## src/rtl/rtc_bcd_timebase.sv

```systemverilog
// BCD time-of-day counter (HH:MM:SS.hh) with range-checked field loads
// and a single programmable alarm that rings for a fixed number of ticks.
//
// Ports:
//   CLOCK_50     system clock
//   reset        synchronous, active-high reset
//   run          1 = timebase advances, 0 = time and divider frozen
//   load_time    strobe: write load_value into time field load_field
//   load_alarm   strobe: write load_value into alarm field load_field
//   load_field   3=hours 2=minutes 1=seconds 0=hundredths
//   load_value   two BCD digits
//   alarm_en     arms the alarm compare
//   alarm_clear  silences a ringing alarm
//   time_out     packed BCD current time
//   alarm_out    packed BCD alarm setting
//   tick         one-cycle pulse after each hundredth increment
//   alarm_sound  high while ringing
//   load_err     one-cycle pulse after a rejected load
module rtc_bcd_timebase #(
    parameter int TICK_DIV    = 500000,
    parameter int ALARM_TICKS = 1000
) (
    input  logic        CLOCK_50,
    input  logic        reset,
    input  logic        run,
    input  logic        load_time,
    input  logic        load_alarm,
    input  logic [1:0]  load_field,
    input  logic [7:0]  load_value,
    input  logic        alarm_en,
    input  logic        alarm_clear,
    output logic [31:0] time_out,
    output logic [31:0] alarm_out,
    output logic        tick,
    output logic        alarm_sound,
    output logic        load_err
);

    localparam int DW = (TICK_DIV > 1) ? $clog2(TICK_DIV) : 1;
    localparam int RW = (ALARM_TICKS > 1) ? $clog2(ALARM_TICKS) : 1;
    localparam logic [DW-1:0] DIV_LAST  = DW'(TICK_DIV - 1);
    localparam logic [RW-1:0] RING_LAST = RW'(ALARM_TICKS - 1);

    typedef enum logic {
        IDLE,
        RINGING
    } state_t;

    state_t          state_q, state_n;
    logic [DW-1:0]   div_q;
    logic [RW-1:0]   ring_q, ring_n;

    logic [7:0]      lim;
    logic            load_ok;
    logic            time_ld;
    logic            wrap;
    logic            inc;
    logic            match;
    logic [31:0]     time_inc;
    logic [31:0]     time_ldv;
    logic [31:0]     alarm_ldv;
    logic            c_top, s_top, m_top;

    // Two-digit BCD successor; wraps to 00 past top.
    function automatic logic [7:0] step2(
        input logic [7:0] v,
        input logic [7:0] top
    );
        if (v == top)
            return 8'h00;
        if (v[3:0] == 4'd9)
            return {v[7:4] + 4'd1, 4'd0};
        return {v[7:4], v[3:0] + 4'd1};
    endfunction

    always_comb begin
        lim = 8'h99;
        unique case (load_field)
            2'd3:    lim = 8'h23;
            2'd2:    lim = 8'h59;
            2'd1:    lim = 8'h59;
            default: lim = 8'h99;
        endcase
    end

    // With both digits <= 9 the packed BCD byte orders like its value.
    assign load_ok = (load_value[7:4] <= 4'd9)
                  && (load_value[3:0] <= 4'd9)
                  && (load_value <= lim);

    assign time_ld = load_time && load_ok;
    assign wrap    = run && (div_q == DIV_LAST);
    // A time load takes the edge; the pending increment is dropped.
    assign inc     = wrap && !time_ld;

    assign c_top = (time_out[7:0]   == 8'h99);
    assign s_top = (time_out[15:8]  == 8'h59);
    assign m_top = (time_out[23:16] == 8'h59);

    always_comb begin
        time_inc[7:0]   = step2(time_out[7:0], 8'h99);
        time_inc[15:8]  = c_top
                        ? step2(time_out[15:8], 8'h59)
                        : time_out[15:8];
        time_inc[23:16] = (c_top && s_top)
                        ? step2(time_out[23:16], 8'h59)
                        : time_out[23:16];
        time_inc[31:24] = (c_top && s_top && m_top)
                        ? step2(time_out[31:24], 8'h23)
                        : time_out[31:24];
    end

    always_comb begin
        time_ldv  = time_out;
        alarm_ldv = alarm_out;
        time_ldv[{load_field, 3'b000} +: 8]  = load_value;
        alarm_ldv[{load_field, 3'b000} +: 8] = load_value;
    end

    assign match = inc && alarm_en && (time_inc == alarm_out);

    always_ff @(posedge CLOCK_50) begin
        if (reset) begin
            div_q     <= '0;
            time_out  <= '0;
            alarm_out <= '0;
            tick      <= 1'b0;
            load_err  <= 1'b0;
        end else begin
            if (time_ld)
                div_q <= '0;
            else if (wrap)
                div_q <= '0;
            else if (run)
                div_q <= div_q + 1'b1;

            if (time_ld)
                time_out <= time_ldv;
            else if (inc)
                time_out <= time_inc;

            if (load_alarm && load_ok)
                alarm_out <= alarm_ldv;

            tick     <= inc;
            load_err <= (load_time || load_alarm) && !load_ok;
        end
    end

    always_comb begin
        state_n = state_q;
        ring_n  = ring_q;
        unique case (state_q)
            IDLE: begin
                if (match && !alarm_clear) begin
                    state_n = RINGING;
                    ring_n  = '0;
                end
            end
            RINGING: begin
                if (alarm_clear || !alarm_en)
                    state_n = IDLE;
                else if (inc) begin
                    if (ring_q == RING_LAST)
                        state_n = IDLE;
                    else
                        ring_n = ring_q + 1'b1;
                end
            end
            default: state_n = IDLE;
        endcase
    end

    always_ff @(posedge CLOCK_50) begin
        if (reset) begin
            state_q <= IDLE;
            ring_q  <= '0;
        end else begin
            state_q <= state_n;
            ring_q  <= ring_n;
        end
    end

    assign alarm_sound = (state_q == RINGING);

endmodule

```

## config.mk

```make
export PLATFORM = sky130hd
export DESIGN_NAME = rtc_bcd_timebase
export DESIGN_NICKNAME = d
export VERILOG_FILES = /design/src/rtl/rtc_bcd_timebase.sv
export SDC_FILE = /design/constraint.sdc
export NUM_CORES = 1
export LEC_CHECK = 0
export CORE_UTILIZATION = 55
export CTS_BUF_LIST = sky130_fd_sc_hd__clkbuf_8
export DETAILED_ROUTE_END_ITERATION = 6
export PLACE_DENSITY = 0.79
export SYNTH_ARGS = -nofsm -noshare
export SYNTH_HDL_FRONTEND = slang
export SYNTH_SLANG_ARGS = --single-unit
export TNS_END_PERCENT = 20
```

## constraint.sdc

```tcl
create_clock -name CLOCK_50 -period 7.6 [get_ports CLOCK_50]
set_input_delay 2.28 -clock CLOCK_50 [delete_from_list [all_inputs] [get_ports CLOCK_50]]
set_output_delay 2.28 -clock CLOCK_50 [all_outputs]
set_load 0.005 [all_outputs]
```

==> results of run 1 <==
-- registers in the layout, summed over array words and instances, names as in the netlist --
| name | count |
|---|---|
| tick | 1 |
| div_q | 19 |
| alarm_sound | 1 |
| ring_q | 10 |
| load_err | 1 |
| time_out | 32 |
| alarm_out | 32 |
-- logic make-up after synthesis --
group / after synthesis / synth area share (%)
AOI/OAI and AO/OA: 191 / 20.12
xor gates and xnor gates: 39 / 5.262
adders and majority gates: 28 / 5.397
buffers and inverters: 75 / 4.799
DFF: 96 / 29.61
muxes: 26 / 4.106
and+or+nand+nor: 371 / 30.71
-- stage by stage --
stage,setup WS (ps),power (mW),std cells
after global routing,1380,1.008,1025
after CTS,1776,0.9744,1025
after global placement,1546,0.6341,1009
after floorplan,2634,0.5936,826
after detailed placement,1356,0.6374,1009
final,1707,0.9787,1025
-- worst max-delay path: stages --
cell	delay [ps]
sky130_fd_sc_hd__clkdlybuf4s50_1	520
sky130_fd_sc_hd__inv_1	190
sky130_fd_sc_hd__ha_1	350
sky130_fd_sc_hd__inv_1	100
sky130_fd_sc_hd__ha_1	300
sky130_fd_sc_hd__and3_1	190
sky130_fd_sc_hd__or4b_1	520
sky130_fd_sc_hd__a21oi_4	510
sky130_fd_sc_hd__nor2_1	300
sky130_fd_sc_hd__buf_4	270
sky130_fd_sc_hd__nor2_1	320
sky130_fd_sc_hd__nor2_1	110
sky130_fd_sc_hd__a211oi_1	230
-- cell usage after synthesis (4+ instances only) --
master                     number  area share [%]
sky130_fd_sc_hd__nor3b_1        4            0.46
sky130_fd_sc_hd__xnor2_1       20             2.7
sky130_fd_sc_hd__o21a_1         6            0.69
sky130_fd_sc_hd__nand4b_1       4            0.54
sky130_fd_sc_hd__nand2b_1       6            0.58
sky130_fd_sc_hd__nor4_1        15             1.4
sky130_fd_sc_hd__ha_1          28             5.4
sky130_fd_sc_hd__a22oi_1        8            0.93
sky130_fd_sc_hd__nand3_1       32             2.5
sky130_fd_sc_hd__a211oi_1      23             2.7
sky130_fd_sc_hd__mux2i_1       21             3.2
sky130_fd_sc_hd__nor3_1        28             2.2
sky130_fd_sc_hd__and3_1        10            0.96
sky130_fd_sc_hd__or3_1          9            0.87
sky130_fd_sc_hd__nor2_1        96             5.6
sky130_fd_sc_hd__a21oi_1       65             5.0
sky130_fd_sc_hd__o211ai_1       8            0.93
sky130_fd_sc_hd__a31oi_1        7            0.67
sky130_fd_sc_hd__nand4_1       31             3.0
sky130_fd_sc_hd__mux2_2         5            0.87
sky130_fd_sc_hd__nand3b_1       9             1.0
sky130_fd_sc_hd__o21ai_0       18             1.4
sky130_fd_sc_hd__nor4b_1        7            0.94
sky130_fd_sc_hd__nand2_1       81             4.7
sky130_fd_sc_hd__a311oi_1      16             2.2
sky130_fd_sc_hd__buf_2         11            0.85
sky130_fd_sc_hd__inv_1         25             1.4
sky130_fd_sc_hd__and4_1         4            0.54
sky130_fd_sc_hd__or4_1          4            0.46
sky130_fd_sc_hd__dfxtp_1       96              30
sky130_fd_sc_hd__and3b_1        5            0.67
sky130_fd_sc_hd__xor2_1        19             2.6
sky130_fd_sc_hd__clkbuf_1      33             1.9
-- final cells by class --
cell class / count / area share, %
clock inverters: 6 / 0.7310
multi-input cells: 655 / 56.64
inverters: 25 / 1.246
well taps: 143 / 2.376
clock buffers: 10 / 1.828
flip-flops and latches: 96 / 25.52
repair buffers: 90 / 11.66
-- worst max-delay path by stage --
stage,start,endpoint,slack [ps],depth (start not counted)
2_1_floorplan,load_field[0],time_out[9]$_SDFFE_PP0P_,2630,13
3_3_place_gp,load_field[0],time_out[10]$_SDFFE_PP0P_,1550,13
3_5_place_dp,load_field[0],time_out[15]$_SDFFE_PP0P_,1360,13
4_1_cts,load_field[0],time_out[15]$_SDFFE_PP0P_,1780,13
5_1_grt,load_field[0],time_out[10]$_SDFFE_PP0P_,1380,13
6_report,load_field[0],time_out[17]$_SDFFE_PP0P_,1710,13
-- metal layers --
metal | vias up | global-route usage [%] | part of all wire (%)
met5 | - | 0 | 0
li1 | 3156 | - | -
met3 | 70 | 7.355 | 10
met1 | 3218 | 43.78 | 41
met4 | 0 | 16.00 | 3.4
met2 | 388 | 51.47 | 45
-- power by group through the flow --
stage	Sequential, mW	Combinational (mW)	Clock (mW)
after global placement	0.530	0.104	0
after floorplan	0.527	0.0665	0
final	0.519	0.110	0.350
after CTS	0.519	0.107	0.348
after global routing	0.521	0.118	0.370
after detailed placement	0.530	0.107	0
==> results.toml, run 1 <==
[place]
port_buffers = 83
dp.final_hpwl_um = 14590
placedInstanceArea_um2 = 7338
gp_congestion = 1.003

[timing]
final_min_period_over_clock_period_pct = 77.54
hold_slack_ps = 488.3
rsz_0062_raised_after_global_routing = "false"
worst_clock_skew_ps = 15.40
setup-tns-final_ps = 0
fmax_mhz = 169.7
worst_slew_margin_rel_pct = 29.41
report.final.hold_viol_count = 0
setup-violations-final = 0
finalMaxSlewViolations = 0
worstMarginPinSlew_ps = 1051
finalWorstPathRequiredPeriod_ps = 5893

[cells_and_area]
final_core_util_pct = 65.67
top_library_cells_by_usage_in_the_layout_fill_and_taps_aside = "sky130_fd_sc_hd__nor2_1 (96), sky130_fd_sc_hd__dfxtp_1 (96), sky130_fd_sc_hd__clkdlybuf4s50_1 (82), sky130_fd_sc_hd__nand2_1 (81), sky130_fd_sc_hd__a21oi_1 (65)"
antenna-diode-count = 0
fillers = 985
final_layout_size_suffix_gt1_share_pct = 6.009
multi_input_area_um2 = 4265
finish.net_count = 922
layout-area-overhead-vs-synth_pct = 16.02
area.sequential_um2 = 1922
finalInstanceArea_um2 = 7531

[setup_path]
crit_type = "primary input to flop"
timing.reg2reg.worst_path_depth = 9
worstSetupStartpointType = "primary input"
data_arrival_at_the_endpoint_of_the_critical_path_ps = 6200
critical_path_required_ps = 7910
timing.rr.start = "time_out[4]$_SDFFE_PP0P_"
critical_path.reg2reg.endpoint = "ring_q[8]$_SDFFE_PP0P_"
critPathCaptureType = "flop"
r2r_setup_slack_ps = 3630
critical_path_peak_fanout = 21

[pwr]
peakVddDrop_mv = 0.1316
power.leakage_nw = 2.599
p_per_area_nw_per_um2 = 130.0
power.internal_mw = 0.6865
netSwitchingFraction_pct = 29.86
share_clk_of_total_power_pct = 35.7
pwr-share-comb_pct = 11.2
share_seq_of_total_power_pct = 53.1
net_switching_mw = 0.2922

[floorplan]
die_y_um = 110.6
io_pins = 84
std_cell_rows = 39
floorplan.core_area_um2 = 11470
die_area_um2 = 12240
starting_density_of_the_core_pct = 56.61
fp.dieW_um = 110.6

[global_routing]
vias_in_the_first_global_route = 6380
globalRouteOverflowTotal = 0
antenna_found_initial = 0
grt_usage_pct = 33.26
global_route_wire_length_before_repair_um = 32810
maximum_number_of_pins_on_one_net_before_global_route_repair = 46

[cts]
cts_tree = "yes"
clock_tree.htree_level_count = 3
clk_latency_ps = 400
cts_made_buffers = 9
clk_pin_slew_ps = 90
clock_sinks = 96
cts_resized = 0
post_cts_buffers = 0
clock_path_buffers = 2
cts.root.buffer_cell = "sky130_fd_sc_hd__clkbuf_8"
postCtsHoldBufs = 0

[worst_hold_path]
timing.hold.worst_path_depth = 1
min_from = "ring_q[9]$_SDFFE_PP0P_"
holdPathEnd = "ring_q[9]$_SDFFE_PP0P_"
hold_path.class = "flop to flop"

[route]
postRouteAntennaNets = 0
routed_wire_length_per_instance_um = 19.92
routed_via_density = 6.665
detail_route.drc_violations = 0
detailed_route_wl_um = 20420
routed-via-count = 6832
detailedRoute.firstPassIterationCount = 6
first_iter_violations = 904

[synth]
ys_warn_count = 0
synth_ff_type = "sky130_fd_sc_hd__dfxtp_1"
syn-instance-count = 826
netlist-cell-type-count = 77
netlist_area_um2 = 6491
yosysSeqAreaShare_pct = 29.61
synth_enable_flop_cells = 0
asr_flop_ratio_synth_pct = 0
syn-mean-instance-area_um2 = 7.859
synth_fp_nets = 871
synth.ff_latch_count = 96

[status]
run_status = "complete, no violations"

[run]
maxCapViolCount = 0
Power figures use the tool's default switching activity.
==> run 2, diff against run 1 <==
--- a/config.mk
+++ b/config.mk
@@ -5,7 +5,7 @@
 export SDC_FILE = /design/constraint.sdc
 export NUM_CORES = 1
 export LEC_CHECK = 0
-export CORE_UTILIZATION = 55
+export CORE_UTILIZATION = 52
 export CTS_BUF_LIST = sky130_fd_sc_hd__clkbuf_8
 export DETAILED_ROUTE_END_ITERATION = 6
 export PLACE_DENSITY = 0.79
==> constraint.sdc (replaced) <==
create_clock -name CLOCK_50 -period 5.2 [get_ports CLOCK_50]
set_input_delay 1.56 -clock CLOCK_50 [delete_from_list [all_inputs] [get_ports CLOCK_50]]
set_output_delay 1.56 -clock CLOCK_50 [all_outputs]
set_load 0.005 [all_outputs]
==> results.toml, run 2 (synthesized netlist as in run 1, its figures left out) <==
[status]
run_status = "complete, no violations"

[setup_path]
critical_path.reg2reg.endpoint = "ring_q[2]$_SDFFE_PP0P_"
cp_cell_sequence = "clkdlybuf4s50_1 > inv_1 > ha_1 > inv_1 > ha_1 > and3_1 > or4b_1 > a21oi_4 > buf_4 > and2_1 > nor2_1 > a2111oi_0"
critical_path_required_ps = 5470
data_arrival_at_the_endpoint_of_the_critical_path_ps = 4930
timing.critical_path.buf_inv = 4
critical_path_peak_fanout = 11
crit_path_max_incr_delay_ps = 530
worstSetupStartpointType = "primary input"
slowest_stage = "sky130_fd_sc_hd__clkdlybuf4s50_1"
critPathCaptureType = "flop"
timing.reg2reg.worst_path_depth = 9
timing.rr.start = "time_out[4]$_SDFFE_PP0P_"
crit_type = "primary input to flop"
timing.critical_path.max_delay_family = "simple AND/OR/NAND/NOR gates"
r2r_setup_slack_ps = 1310

[floorplan]
fp.dieW_um = 113.7
die_area_um2 = 12930
io_pins = 84
die_y_um = 113.7
starting_density_of_the_core_pct = 53.60
floorplan.core_area_um2 = 12110
std_cell_rows = 40

[cts]
clock_path_buffers = 2
clock_sinks = 96
clk_pin_slew_ps = 90
clk_latency_ps = 400
clock_tree.htree_level_count = 3
post_cts_buffers = 0
cts_resized = 0
postCtsHoldBufs = 0
cts_tree = "yes"
cts.root.buffer_cell = "sky130_fd_sc_hd__clkbuf_8"
cts_made_buffers = 9

[pwr]
power.leakage_nw = 2.694
total_power_mw = 1.416
p_per_area_nw_per_um2 = 183.8
peakVddDrop_mv = 0.1578

[timing]
worstMarginPinSlew_ps = 1019
worst_clock_skew_ps = 16.37
hold_slack_ps = 492.6
worst_slew_margin_rel_pct = 32.06
fmax_mhz = 214.6
final_min_period_over_clock_period_pct = 89.63
setup-tns-final_ps = 0
setup-violations-final = 0
report.final.hold_viol_count = 0
rsz_0062_raised_after_global_routing = "false"
finalMaxSlewViolations = 0
finalWorstPathRequiredPeriod_ps = 4661
final_critical_path_setup_slack_ps = 539.4

[route]
postRouteAntennaNets = 0
detailedRoute.firstPassIterationCount = 5
routed_wire_length_per_instance_um = 18.68
routed-via-count = 6742
routed_via_density = 6.301
first_iter_violations = 741
detail_route.drc_violations = 0
met3_wirelength_um = 1727
dr_wl_met2_um = 8947
maxUsedRoutingLayer = "met4"
met1_length_um = 8736
detailed_route_wl_um = 19990

[worst_hold_path]
min_from = "alarm_out[18]$_SDFFE_PP0P_"
timing.hold.worst_path_depth = 2
hold_path.class = "flop to flop"
holdPathEnd = "alarm_out[18]$_SDFFE_PP0P_"

[global_routing]
globalRouteOverflowTotal = 0
grt_usage_pct = 31.30
antenna_found_initial = 0
vias_in_the_first_global_route = 6067
global_route_wire_length_before_repair_um = 31730
maximum_number_of_pins_on_one_net_before_global_route_repair = 56

[cells_and_area]
finish.net_count = 942
finalInstanceArea_um2 = 7704
final_core_util_pct = 63.61
layout-area-overhead-vs-synth_pct = 18.68
top_library_cells_by_usage_in_the_layout_fill_and_taps_aside = "sky130_fd_sc_hd__nor2_1 (96), sky130_fd_sc_hd__dfxtp_1 (96), sky130_fd_sc_hd__clkdlybuf4s50_1 (82), sky130_fd_sc_hd__nand2_1 (81), sky130_fd_sc_hd__a21oi_1 (65)"
final_layout_size_suffix_gt1_share_pct = 8.093
layout_top_registers = "alarm_out: 32 flops, time_out: 32 flops, div_q: 19 flops"
stdcell_count = 1070
fillers = 1102
antenna-diode-count = 0

[place]
numPlacedInstances = 1054
port_buffers = 83
dp.final_hpwl_um = 14250
gp_congestion = 0.9960
detailedPlace.worstSlack_ps = 178.7
placedInstanceArea_um2 = 7520

[run]
maxCapViolCount = 0
==> run 2: layer usage <==
layer	vias up	GRT usage, %
li1	3202	-
met1	3166	43.15
met2	315	48.46
met3	59	6.323
met4	0	11.14
met5	-	0
==> run 2: worst max-delay path by stage <==
stage                                      endpoint     startpoint  depth (start not counted)
after global routing      time_out[19]$_SDFFE_PP0P_  load_field[1]                         12
final                     time_out[19]$_SDFFE_PP0P_  load_field[1]                         12
after global placement       ring_q[8]$_SDFFE_PP0P_  load_field[1]                         13
after detailed placement     ring_q[8]$_SDFFE_PP0P_  load_field[1]                         13
after floorplan            time_out[9]$_SDFFE_PP0P_  load_field[0]                         13
after CTS                 time_out[19]$_SDFFE_PP0P_  load_field[1]                         12
==> run 2: cell type report <==
cell class                 count  area [um2]  area share (%)
clock buffer                   9       123.9           1.608
clock inverter                 7       60.06          0.7796
inverter                      25       93.84           1.218
multi-input combinational    655        4265           55.37
sequential                    96        1922           24.95
tap                          168       210.2           2.729
timing repair buffer         110        1028           13.35
==> run 2: worst min-delay path, stage by stage, from the launching register on <==
cell	delay, ps
sky130_fd_sc_hd__dfxtp_1	340
sky130_fd_sc_hd__nand2_1	60
sky130_fd_sc_hd__a21oi_1	50
==> run 2: where the power goes <==
group	switching, mW	internal [mW]	total (mW)
Sequential	0.0154	0.743	0.759
Combinational	0.103	0.0711	0.174
Clock	0.300	0.183	0.483
==> run 3, diff against run 2 <==
--- a/config.mk
+++ b/config.mk
@@ -9,6 +9,7 @@
 export CTS_BUF_LIST = sky130_fd_sc_hd__clkbuf_8
 export DETAILED_ROUTE_END_ITERATION = 6
 export PLACE_DENSITY = 0.79
+export SLEW_MARGIN = 20
 export SYNTH_ARGS = -nofsm -noshare
 export SYNTH_HDL_FRONTEND = slang
 export SYNTH_SLANG_ARGS = --single-unit
==> results of run 3 <==
The final DEF is identical to that of run 2; final timing and power are the same.
